**src/rtl/key_debounce_pkg.sv**
```systemverilog
// key_debounce_pkg: shared FSM state type and default debounce length
package key_debounce_pkg;
  typedef enum logic [1:0] {IDLE, PRESS_CHK, PRESSED, REL_CHK} deb_state_t;
  localparam int DEB_CYCLES_DEF = 1_000_000;
endpackage

```
**src/rtl/key_debounce_ch.sv**
```systemverilog
// key_debounce_ch: synchronizer, debounce FSM and stability counter for one active-low key
module key_debounce_ch
  import key_debounce_pkg::*;
#(
  parameter int DEB_CYCLES = DEB_CYCLES_DEF
) (
  input  logic clk,
  input  logic rst,
  input  logic key_sw,
  output logic key,
  output logic key_press,
  output logic key_release
);
  localparam int CW = $clog2(DEB_CYCLES + 1);
  localparam logic [CW-1:0] LAST = CW'(DEB_CYCLES - 1);
  logic [1:0] sync;
  logic lvl, key_n, press_n, release_n;
  deb_state_t state, state_n;
  logic [CW-1:0] cnt, cnt_n;
  assign lvl = ~sync[1];
  always_ff @(posedge clk) begin
    if (rst) begin
      sync        <= 2'b11;
      state       <= IDLE;
      cnt         <= '0;
      key         <= 1'b0;
      key_press   <= 1'b0;
      key_release <= 1'b0;
    end else begin
      sync        <= {sync[0], key_sw};
      state       <= state_n;
      cnt         <= cnt_n;
      key         <= key_n;
      key_press   <= press_n;
      key_release <= release_n;
    end
  end
  always_comb begin
    state_n = state;
    cnt_n   = cnt;
    case (state)
      IDLE: begin
        state_n = lvl ? PRESS_CHK : IDLE;
        cnt_n   = lvl ? CW'(1) : '0;
      end
      PRESS_CHK: begin
        state_n = !lvl ? IDLE : (cnt == LAST) ? PRESSED : PRESS_CHK;
        cnt_n   = (!lvl || cnt == LAST) ? '0 : cnt + CW'(1);
      end
      PRESSED: begin
        state_n = lvl ? PRESSED : REL_CHK;
        cnt_n   = lvl ? '0 : CW'(1);
      end
      REL_CHK: begin
        state_n = lvl ? PRESSED : (cnt == LAST) ? IDLE : REL_CHK;
        cnt_n   = (lvl || cnt == LAST) ? '0 : cnt + CW'(1);
      end
      default: begin
        state_n = IDLE;
        cnt_n   = '0;
      end
    endcase
  end
  // outputs are computed from the next state so they register alongside it
  always_comb begin
    key_n     = (state_n == PRESSED) || (state_n == REL_CHK);
    press_n   = (state == PRESS_CHK) && (state_n == PRESSED);
    release_n = (state == REL_CHK) && (state_n == IDLE);
  end
endmodule

```
**src/rtl/key_debounce.sv**
```systemverilog
// key_debounce: N_KEYS independent debounced keys with press/release pulses
module key_debounce
  import key_debounce_pkg::*;
#(
  parameter int N_KEYS     = 4,
  parameter int DEB_CYCLES = DEB_CYCLES_DEF
) (
  input  logic              CLK,
  input  logic              RESET,
  input  logic [N_KEYS-1:0] KEY_SW,
  output logic [N_KEYS-1:0] key,
  output logic [N_KEYS-1:0] key_press,
  output logic [N_KEYS-1:0] key_release
);
  for (genvar i = 0; i < N_KEYS; i++) begin : g_ch
    key_debounce_ch #(.DEB_CYCLES(DEB_CYCLES)) u_ch (
      .clk        (CLK),
      .rst        (RESET),
      .key_sw     (KEY_SW[i]),
      .key        (key[i]),
      .key_press  (key_press[i]),
      .key_release(key_release[i])
    );
  end
endmodule
```
**config.mk**
```make
export PLATFORM = sky130hd
export DESIGN_NAME = key_debounce
export DESIGN_NICKNAME = d
export VERILOG_FILES = /design/src/rtl/key_debounce_pkg.sv /design/src/rtl/key_debounce_ch.sv /design/src/rtl/key_debounce.sv
export SDC_FILE = /design/constraint.sdc
export NUM_CORES = 1
export LEC_CHECK = 0
export ABC_AREA = 1
export BUFFER_PORTS_ARGS = -buffer_cell sky130_fd_sc_hd__buf_4
export CORE_MARGIN = 3
export CORE_UTILIZATION = 65
export CTS_BUF_LIST = sky130_fd_sc_hd__clkbuf_16
export DETAILED_ROUTE_END_ITERATION = 8
export GPL_ROUTABILITY_DRIVEN = 0
export PLACE_DENSITY = 0.82
export SYNTH_ARGS = -nofsm -noshare
export SYNTH_HDL_FRONTEND = slang
export SYNTH_SLANG_ARGS = --single-unit
```
**constraint.sdc**
```tcl
create_clock -name CLK -period 2.2 [get_ports CLK]
set_clock_uncertainty 0.05 [all_clocks]
set_input_delay 0.11 -clock CLK [delete_from_list [all_inputs] [get_ports CLK]]
set_output_delay 0.11 -clock CLK [all_outputs]
set_load 0.1 [all_outputs]
```
* Word-level counts from Yosys, hierarchy flattened *
Cells that the tools add are included.
Widths: inputs -> output; s select.

storage, ports and cells
  output and inout port bits = 12
  bits in registers = 108
  input bits = 6

operators by class
  add/subtract/negate cells = 4
  muxes and demuxes = 48
  equal/unequal tests = 24
  bitwise logic cells = 4
  reductions and logical operators = 28

operators with widths
  operator               number
  $pmux 20 s4            4
  $mux 20                8
  $add 20x1->20 const B  4
  $eq 20x20->1 const B   4
  $eq 2x2->1 const B     16
  $mux 2                 16
  $pmux 2 s4             4
  $logic_not 2->1        8
  $mux 1                 16
  $logic_or 1x1->1       12
  $eq 2x1->1 const B     4
  $logic_and 1x1->1      8
  $not 1->1              4

* Logic depth before layout (Yosys ltp) *
Gate-level depths: netlist (run 1).

  depth in word-level cells = 6
  depth in mapped cells = 10

* Cells and area by module *
From an unflattened synthesis (run 1), not the netlist that was laid out.

unflattened totals
  cells, all modules = 744
  area total of the unflattened synthesis = 5395.2 um^2

by module, submodules not included
  module           cells an instance  area an instance (um^2)  sequential area each (um^2)  instances
  key_debounce_ch  186                1348.8                   520.5                        4

* Worst setup path before layout (run 1) *
Ideal clock, no wire load.

  kind = register to register
  from = reg g_ch[1].u_ch.cnt[0]
  to = reg g_ch[1].u_ch.cnt[14]
  cell stages (with the launch flop) = 8
  data arrival time = 1334 ps
  library setup time = 114 ps
  clock period less this slack = 1498 ps
  slack = 702 ps
  cells stage by stage = dfxtp_1 > ha_1 > nand3_1 > nor3_1 > nand3_1 > nand2_2 > buf_6 > nor2_1

on the way
  cells in the longest elaborated chain, start to end = 4

ends and longest elaborated chain
  element                                                                RTL line               source
  start, declared                                                        key_debounce_ch.sv:19  logic [CW-1:0] cnt, cnt_n;
  start signal, assigned                                                 key_debounce_ch.sv:32  cnt <= cnt_n;
  parallel branches: the longest is 3 deep, another holds $add 20x1->20  n/a
  $pmux 20 s4 *                                                          key_debounce_ch.sv:41  case (state)

Mark *: on every way between the ends.
A chain may end at the register's enable or synchronous reset.

* Final worst setup path (run 1) *
  from = reg g_ch[1].u_ch.cnt[0]
  to = reg g_ch[1].u_ch.cnt[12]

The elaborated chain is that of the path after synthesis.

==> flow_summary_export.csv, run 1 <==
group,metric,value,unit
min_path,hold_class,"primary input to flip-flop",
logic_synthesis,syn_area,5259,sq um
drt,route.detailed.wl_per_inst,12.08,microns
drt,drt_iter0_drc,207,
logic_synthesis,ys_seq_area_share,41.11,%
worst_setup_path,crit_start,"g_ch[1].u_ch.cnt[0]",
floorplan,num_rows,32,
cts,cts_tree,"done",
worst_setup_path,rr_startpoint,"g_ch[1].u_ch.cnt[0]",
worst_setup_path,end_kind,"flip-flop",
drt,drc,0,
floorplan,die_w,95.95,microns
floorplan,start_util,67.36,%
layout,layout_common_cells,"nor2_1, nand2_1, dfxtp_1",
global_route,grtUsageTotal,24.20,%
min_path,worstHoldStart,"RESET",
timing,tightest_slew,0.4846,ns
timing,post-route-min-period,1.781,ns
power,power,3.784,mW
timing,slew_headroom,67.57,%
logic_synthesis,synthArstFlopShare,0,%
floorplan,core,7807,sq um
power,power_density,658.5,nW/um^2
logic_synthesis,netlist-cell-type-count,33,
drt,via_per_inst,5.253,
drt,drt-total-wl,10510,microns
drt,first_pass_iters,5,
worst_setup_path,critPathLaunchType,"flip-flop",
cts,htree_levels,3,
layout,nFillCells,626,
floorplan,dieArea,9205,sq um
worst_setup_path,crit_slowest_cell,"dfxtp_1",
global_route,antenna_found_initial,0,
layout,final_common_cell,"nor2_1",
worst_setup_path,required,2.37,ns
logic_synthesis,ys_seq_elements,108,
timing,fin_tns_setup,0,ns
timing,finalCritPeriodShare,80.98,%
logic_synthesis,synth_edf_count,0,
cts,cts.path.max_buffers,2,
logic_synthesis,yosys_warnings,0,
floorplan,ioPinCount,18,
worst_setup_path,cp_common_cell,"nand3_1",
timing,setup_viol,0,
layout,multi_input_area,2579,sq um
power,swShare,20.62,%
timing,slew_viol_final,0,
timing,final_hold_viol_count,0,
status,status,"completed",
cts,numCtsBuffers,9,
timing,rsz0062_at_grt,"false",
worst_setup_path,criticalPathCategory,"flip-flop to flip-flop",
power,comb_power_share,1.2,%
drt,wl_met2,5154,microns
floorplan,die_h,95.95,microns
cts,clk_latency,0.34,ns
power,switching_power,780.2,uW
timing,max_freq,0.5613,GHz
power,clockPowerShare,46.6,%
layout,layout.nets,773,
drt,final_antenna_net_count,0,
power,pwr-share-seq,52.2,%
cts,clock-root-buffer,"clkbuf_16",
logic_synthesis,avgSynthCellArea,7.021,sq um
cts,clkTransAtPathRegs,0.07,ns
logic_synthesis,synth_ff_type,"dfxtp_1",
place,io_buffer_count,17,
worst_setup_path,cp_data_arrival_time,1.95,ns
layout,seqCellArea,2162,sq um
global_route,grt_pass1_vias,4223,
worst_setup_path,worstPathCellList,"ha_1 -> nand3_1 -> nor3_1 -> nand3_1 -> nand2_2 -> nor2_1",
drt,top_layer,"met4",
cts,postCtsResizedCells,0,
logic_synthesis,synthesis.nets,759,
global_route,grt-ovfl-total,0,
job,cap_viol_max_count,0,
power,peakVddDrop,0.0005122,V
layout,antenna_cells,0,
global_route,grt_start_max_net_pins,22,
power,p_int,3.004,mW
cts,clkSinkCount,108,
drt,route.met3.wl,484,microns
worst_setup_path,slowest_delay,0.41,ns
layout,area_growth,9.279,%
worst_setup_path,worstPathMaxFanout,19,
place,dpl.hpwl,7540,microns
global_route,grt_pass1_wl,18060,microns
logic_synthesis,synth_cells,749,
power,p_leak,2.070,nW
layout,drive_above_1_share,9.505,%
drt,wl_met1,4779,microns
drt,num_vias,4570,
-- registers in the layout (all words and copies together), names as in the netlist --
signal                 count
g_ch.u_ch.key_press        4
g_ch.u_ch.key_release      4
g_ch.u_ch.key              4
g_ch.u_ch.sync             8
g_ch.u_ch.cnt             80
g_ch.u_ch.state            8
-- synth_stat cells, types with 2 or more instances --
library cell	instances	area, sq um
nor2_2	6	37.54
a21oi_1	16	80.08
nand3b_1	2	15.01
inv_1	98	367.9
inv_2	2	7.510
dfxtp_1	108	2162
nor3_1	34	170.2
nor2_4	2	22.52
nor3b_1	3	22.52
ha_1	4	50.05
o21ai_0	10	50.05
nor3_2	6	60.06
clkbuf_1	2	7.510
xor2_1	35	306.5
nand3_1	44	220.2
nand4_1	22	137.6
buf_6	3	33.78
or2_2	9	56.30
nor2_1	156	585.6
nand2_1	148	555.5
nand2_2	7	43.79
buf_4	13	97.59
nand3_2	6	60.06
xnor2_1	4	35.03
-- per-layer routing --
metal / global-route usage, % / vias to the layer above
met5: 0 / -
met4: 7.227 / 0
met3: 4.613 / 11
met2: 41.75 / 101
met1: 30.63 / 2091
li1: - / 2367
-- metrics by stage --
stage               cells  area (sq um)  worst slack [ns]  hold slack, ns  util (%)
finish                870          5747            0.4185         0.04521     73.61
CTS                   870          5747            0.4384         0.04052     73.61
global placement      850          5375            0.5465          0.2486     68.85
global route          870          5747            0.2423         0.05468     73.61
detailed placement    850          5375            0.4696          0.2506     68.85
floorplan             749          5259            0.7019          0.1638         -
-- path summary, 6_finish.rpt --
kind / depth (start not counted) / end / slack [ns]
worst max-delay path: 6 / g_ch[1].u_ch.cnt[12] / 0.42
worst min-delay path: 2 / g_ch[2].u_ch.state[0] / 0.05
worst max register to register: 6 / g_ch[1].u_ch.cnt[12] / 0.42
worst min register to register: 1 / g_ch[3].u_ch.sync[1] / 0.36
-- critical path, delay by kind of cell, from the launching register on --
| family | cells | cell delay (ns) |
|---|---|---|
| fa+ha+maj | 1 | 0.21 |
| simple gates | 5 | 0.97 |
| flops | 1 | 0.41 |
-- what timing repair did --
item                       4_1_cts  5_1_grt
hold buffers                     4        0
hold endpoints to repair         4        0
setup endpoints to repair        0        0
setup buffers                    0        0
-- cell families after synthesis --
group                    after synthesis  synth area share, %
AND/OR/NAND/NOR                      449                38.57
buffers and inverters                119                9.850
flip-flops                           108                41.11
AO/OA/AOI/OAI                         30                3.022
XOR/XNOR                              39                6.495
adder cells (fa/ha/maj)                4               0.9517
-- area by class of cell --
class | instances | area share (%)
clock buffers | 9 | 3.919
clock inverters | 7 | 1.851
inverters | 101 | 6.597
multi-input cells | 522 | 44.87
flip-flops and latches | 108 | 37.62
well taps | 102 | 2.221
repair buffers | 21 | 2.917
-- power by group through the flow --
stage / combinational (mW) / clock, mW / sequential, mW
after global routing: 0.0535 / 1.87 / 1.97
after detailed placement: 0.0411 / 0 / 2.02
after CTS: 0.0471 / 1.78 / 1.97
after floorplan: 0.0287 / 0 / 2.02
final: 0.0469 / 1.76 / 1.97
after global placement: 0.0398 / 0 / 2.02
Note: power is estimated with default switching activity, not from simulation.
==> inputs of run 2 (changes only) <==
- ABC_AREA: 1 -> 0
- CORE_UTILIZATION: 65 -> 61
- PLACE_DENSITY: 0.82 -> 0.78
- clock period: 2.2 -> 1.8 ns (I/O delays scaled with it)
==> flow_summary_export.csv, run 2 <==
group,metric,value,unit
timing,finalCritPeriodShare,110.1,%
logic_synthesis,synth_area_leaders,"dfxtp_1, nor2_1, xor2_1",
layout,top_register,"g_ch.u_ch.cnt",
worst_setup_path,criticalPathCategory,"flip-flop to flip-flop",
floorplan,die_h,93.35,microns
floorplan,start_util,63.49,%
place,dp.cells,682,
cts,cts.path.max_buffers,2,
worst_setup_path,cp_data_arrival_time,2.21,ns
timing,slew_viol_final,0,
logic_synthesis,synth_cells,523,
global_route,grt_start_max_net_pins,29,
layout,antenna_cells,0,
timing,tightest_slew,0.4020,ns
floorplan,die_w,93.35,microns
cts,cts_tree,"done",
logic_synthesis,syn_area,4654,sq um
layout,drive_above_1_share,33.66,%
worst_setup_path,slowest_delay,0.54,ns
drt,drc,0,
logic_synthesis,synthTopCellsByCount,"dfxtp_1, nor2_1, a21oi_1, nand2_1, nand3_1",
power,p_leak,1.996,nW
job,cap_viol_max_count,0,
timing,setup_ws,-0.1822,ns
layout,reg.largest.list,"g_ch.u_ch.cnt: 80 flops, g_ch.u_ch.state: 8 flops, g_ch.u_ch.sync: 8 flops",
power,power,4.290,mW
logic_synthesis,synthesis.nets,533,
global_route,grtUsageTotal,25.44,%
logic_synthesis,post-synth-top-area-cell,"dfxtp_1",
layout,design_area,6026,sq um
timing,post-route-min-period,1.982,ns
cts,clkTransAtPathRegs,0.07,ns
timing,slew_headroom,72.95,%
timing,max_freq,0.5045,GHz
drt,num_vias,4178,
layout,final_common_cell,"buf_4",
worst_setup_path,worstPathCellList,"or4_1 -> or4_4 -> or3_4 -> a21oi_2",
logic_synthesis,synth_ff_type,"dfxtp_1",
logic_synthesis,synth_top_area_share,46.45,%
logic_synthesis,synth.most_common_cell,"dfxtp_1",
layout,final_util,82.20,%
floorplan,ioPinCount,18,
layout,finalNonFillerCells,708,
logic_synthesis,netlist-cell-type-count,45,
worst_setup_path,critPathLaunchType,"flip-flop",
cts,htree_levels,3,
cts,clock-root-buffer,"clkbuf_16",
layout,layout.nets,615,
cts,clk_latency,0.34,ns
power,power_density,712.0,nW/um^2
timing,setup_viol,40,
timing,final_hold_viol_count,0,
min_path,hold_class,"primary input to flip-flop",
worst_setup_path,end_kind,"flip-flop",
floorplan,core,7331,sq um
global_route,grt-ovfl-total,0,
worst_setup_path,crit_slowest_cell,"or4_4",
cts,clkSinkCount,108,
power,peakVddDrop,0.0004611,V
logic_synthesis,yosys_warnings,0,
logic_synthesis,ys_seq_elements,108,
timing,rsz0062_at_grt,"true",
global_route,grt_pass1_vias,4145,
drt,route.detailed.wl_per_inst,15.92,microns
status,violations,"setup timing",
logic_synthesis,synth_edf_count,0,
timing,holdWs,0.08359,ns
floorplan,dieArea,8714,sq um
layout,layout_common_cells,"buf_4, dfxtp_1, nor2_1",
layout,largest_register_ffs,80,
floorplan,num_rows,31,
drt,final_antenna_net_count,0,
drt,via_per_inst,5.901,
drt,drt_iter0_drc,187,
place,pre_cts_ws,-0.2290,ns
logic_synthesis,synthArstFlopShare,0,%
logic_synthesis,avgSynthCellArea,8.900,sq um
global_route,antenna_found_initial,0,
status,status,"finished, violations left",
layout,nFillCells,425,
worst_setup_path,worstPathMaxFanout,5,
drt,drt-total-wl,11270,microns
place,place_area,5419,sq um
cts,numCtsBuffers,9,
worst_setup_path,required,2.03,ns
drt,first_pass_iters,5,
place,dpl.hpwl,7037,microns
logic_synthesis,ys_seq_area_share,46.45,%
layout,area_growth,29.46,%
timing,fin_tns_setup,-3.503,ns
place,io_buffer_count,17,
global_route,grt_pass1_wl,18000,microns
## run 2: changes by cell type in the layout (fill, tap and decap cells not counted), moves of 14 or more
| cell | change |
|---|---|
| nand2_1 | -121 |
| nor2_1 | -99 |
| inv_1 | -79 |
| buf_4 | +70 |
| dfxtp_1 | -26 |
| dfxtp_2 | +22 |
| nand3_1 | -22 |
| nor3_1 | -22 |
| xnor2_1 | +17 |
| a21oi_1 | +14 |
| or4_1 | +14 |
## run 2: cell type report
type | instances | area, sq um | share of cell area (%)
Multi-Input combinational cell | 369 | 2544 | 42.21
Sequential cell | 108 | 2205 | 36.59
Timing Repair Buffer | 101 | 823.3 | 13.66
Clock buffer | 10 | 250.2 | 4.153
Tap cell | 99 | 123.9 | 2.056
Inverter | 16 | 60.06 | 0.9967
Clock inverter | 5 | 20.02 | 0.3322
## run 2: routing by layer
| layer | part of all wire, % | global-route usage, % | up-vias |
|---|---|---|---|
| met5 | 0 | 0 | - |
| met4 | 1.7 | 8.791 | 0 |
| met3 | 4.1 | 5.551 | 21 |
| met2 | 52 | 45.92 | 114 |
| met1 | 42 | 29.49 | 2027 |
| li1 | - | - | 2016 |
## run 2: worst max-delay path, delay by kind of cell, from the launching register on
family	cells	cell delay (ns)
AND/OR/NAND/NOR	3	1.42
flip-flops	1	0.32
AO/OA/AOI/OAI	1	0.13
## run 2: power breakdown
group          switching, mW  total [mW]  internal, mW
clock                  0.831        1.82         0.994
combinational         0.0301      0.0602        0.0301
sequential           0.00982        2.41          2.40
## run 2: cells by family (layout without fill, tap and decap cells)
kind of cell	after synthesis	after routing	share of synthesized area, %
AOI/OAI and AO/OA	84	84	10.91
xor gates and xnor gates	45	45	8.468
adders and majority gates	4	4	1.075
buffers and inverters	46	132	5.376
DFF	108	108	46.45
and+or+nand+nor	236	236	27.72
## run 2: path summary, 6_finish.rpt
check | startpoint | to | slack, ns | cells past startpoint
setup / recovery | g_ch[2].u_ch.cnt[6] | g_ch[2].u_ch.state[1] | -0.18 | 4
hold / removal | RESET | g_ch[2].u_ch.state[1] | 0.08 | 2
setup reg to reg | g_ch[2].u_ch.cnt[6] | g_ch[2].u_ch.state[1] | -0.18 | 4
hold reg to reg | g_ch[2].u_ch.sync[0] | g_ch[2].u_ch.sync[1] | 0.36 | 1
## run 2: what timing repair did
item	in CTS	in global routing
pin swaps	7	11
setup buffers	6	2
resized for setup	22	45
cloned	1	0
hold buffers	4	0
setup endpoints to repair	48	87
hold endpoints to repair	4	0
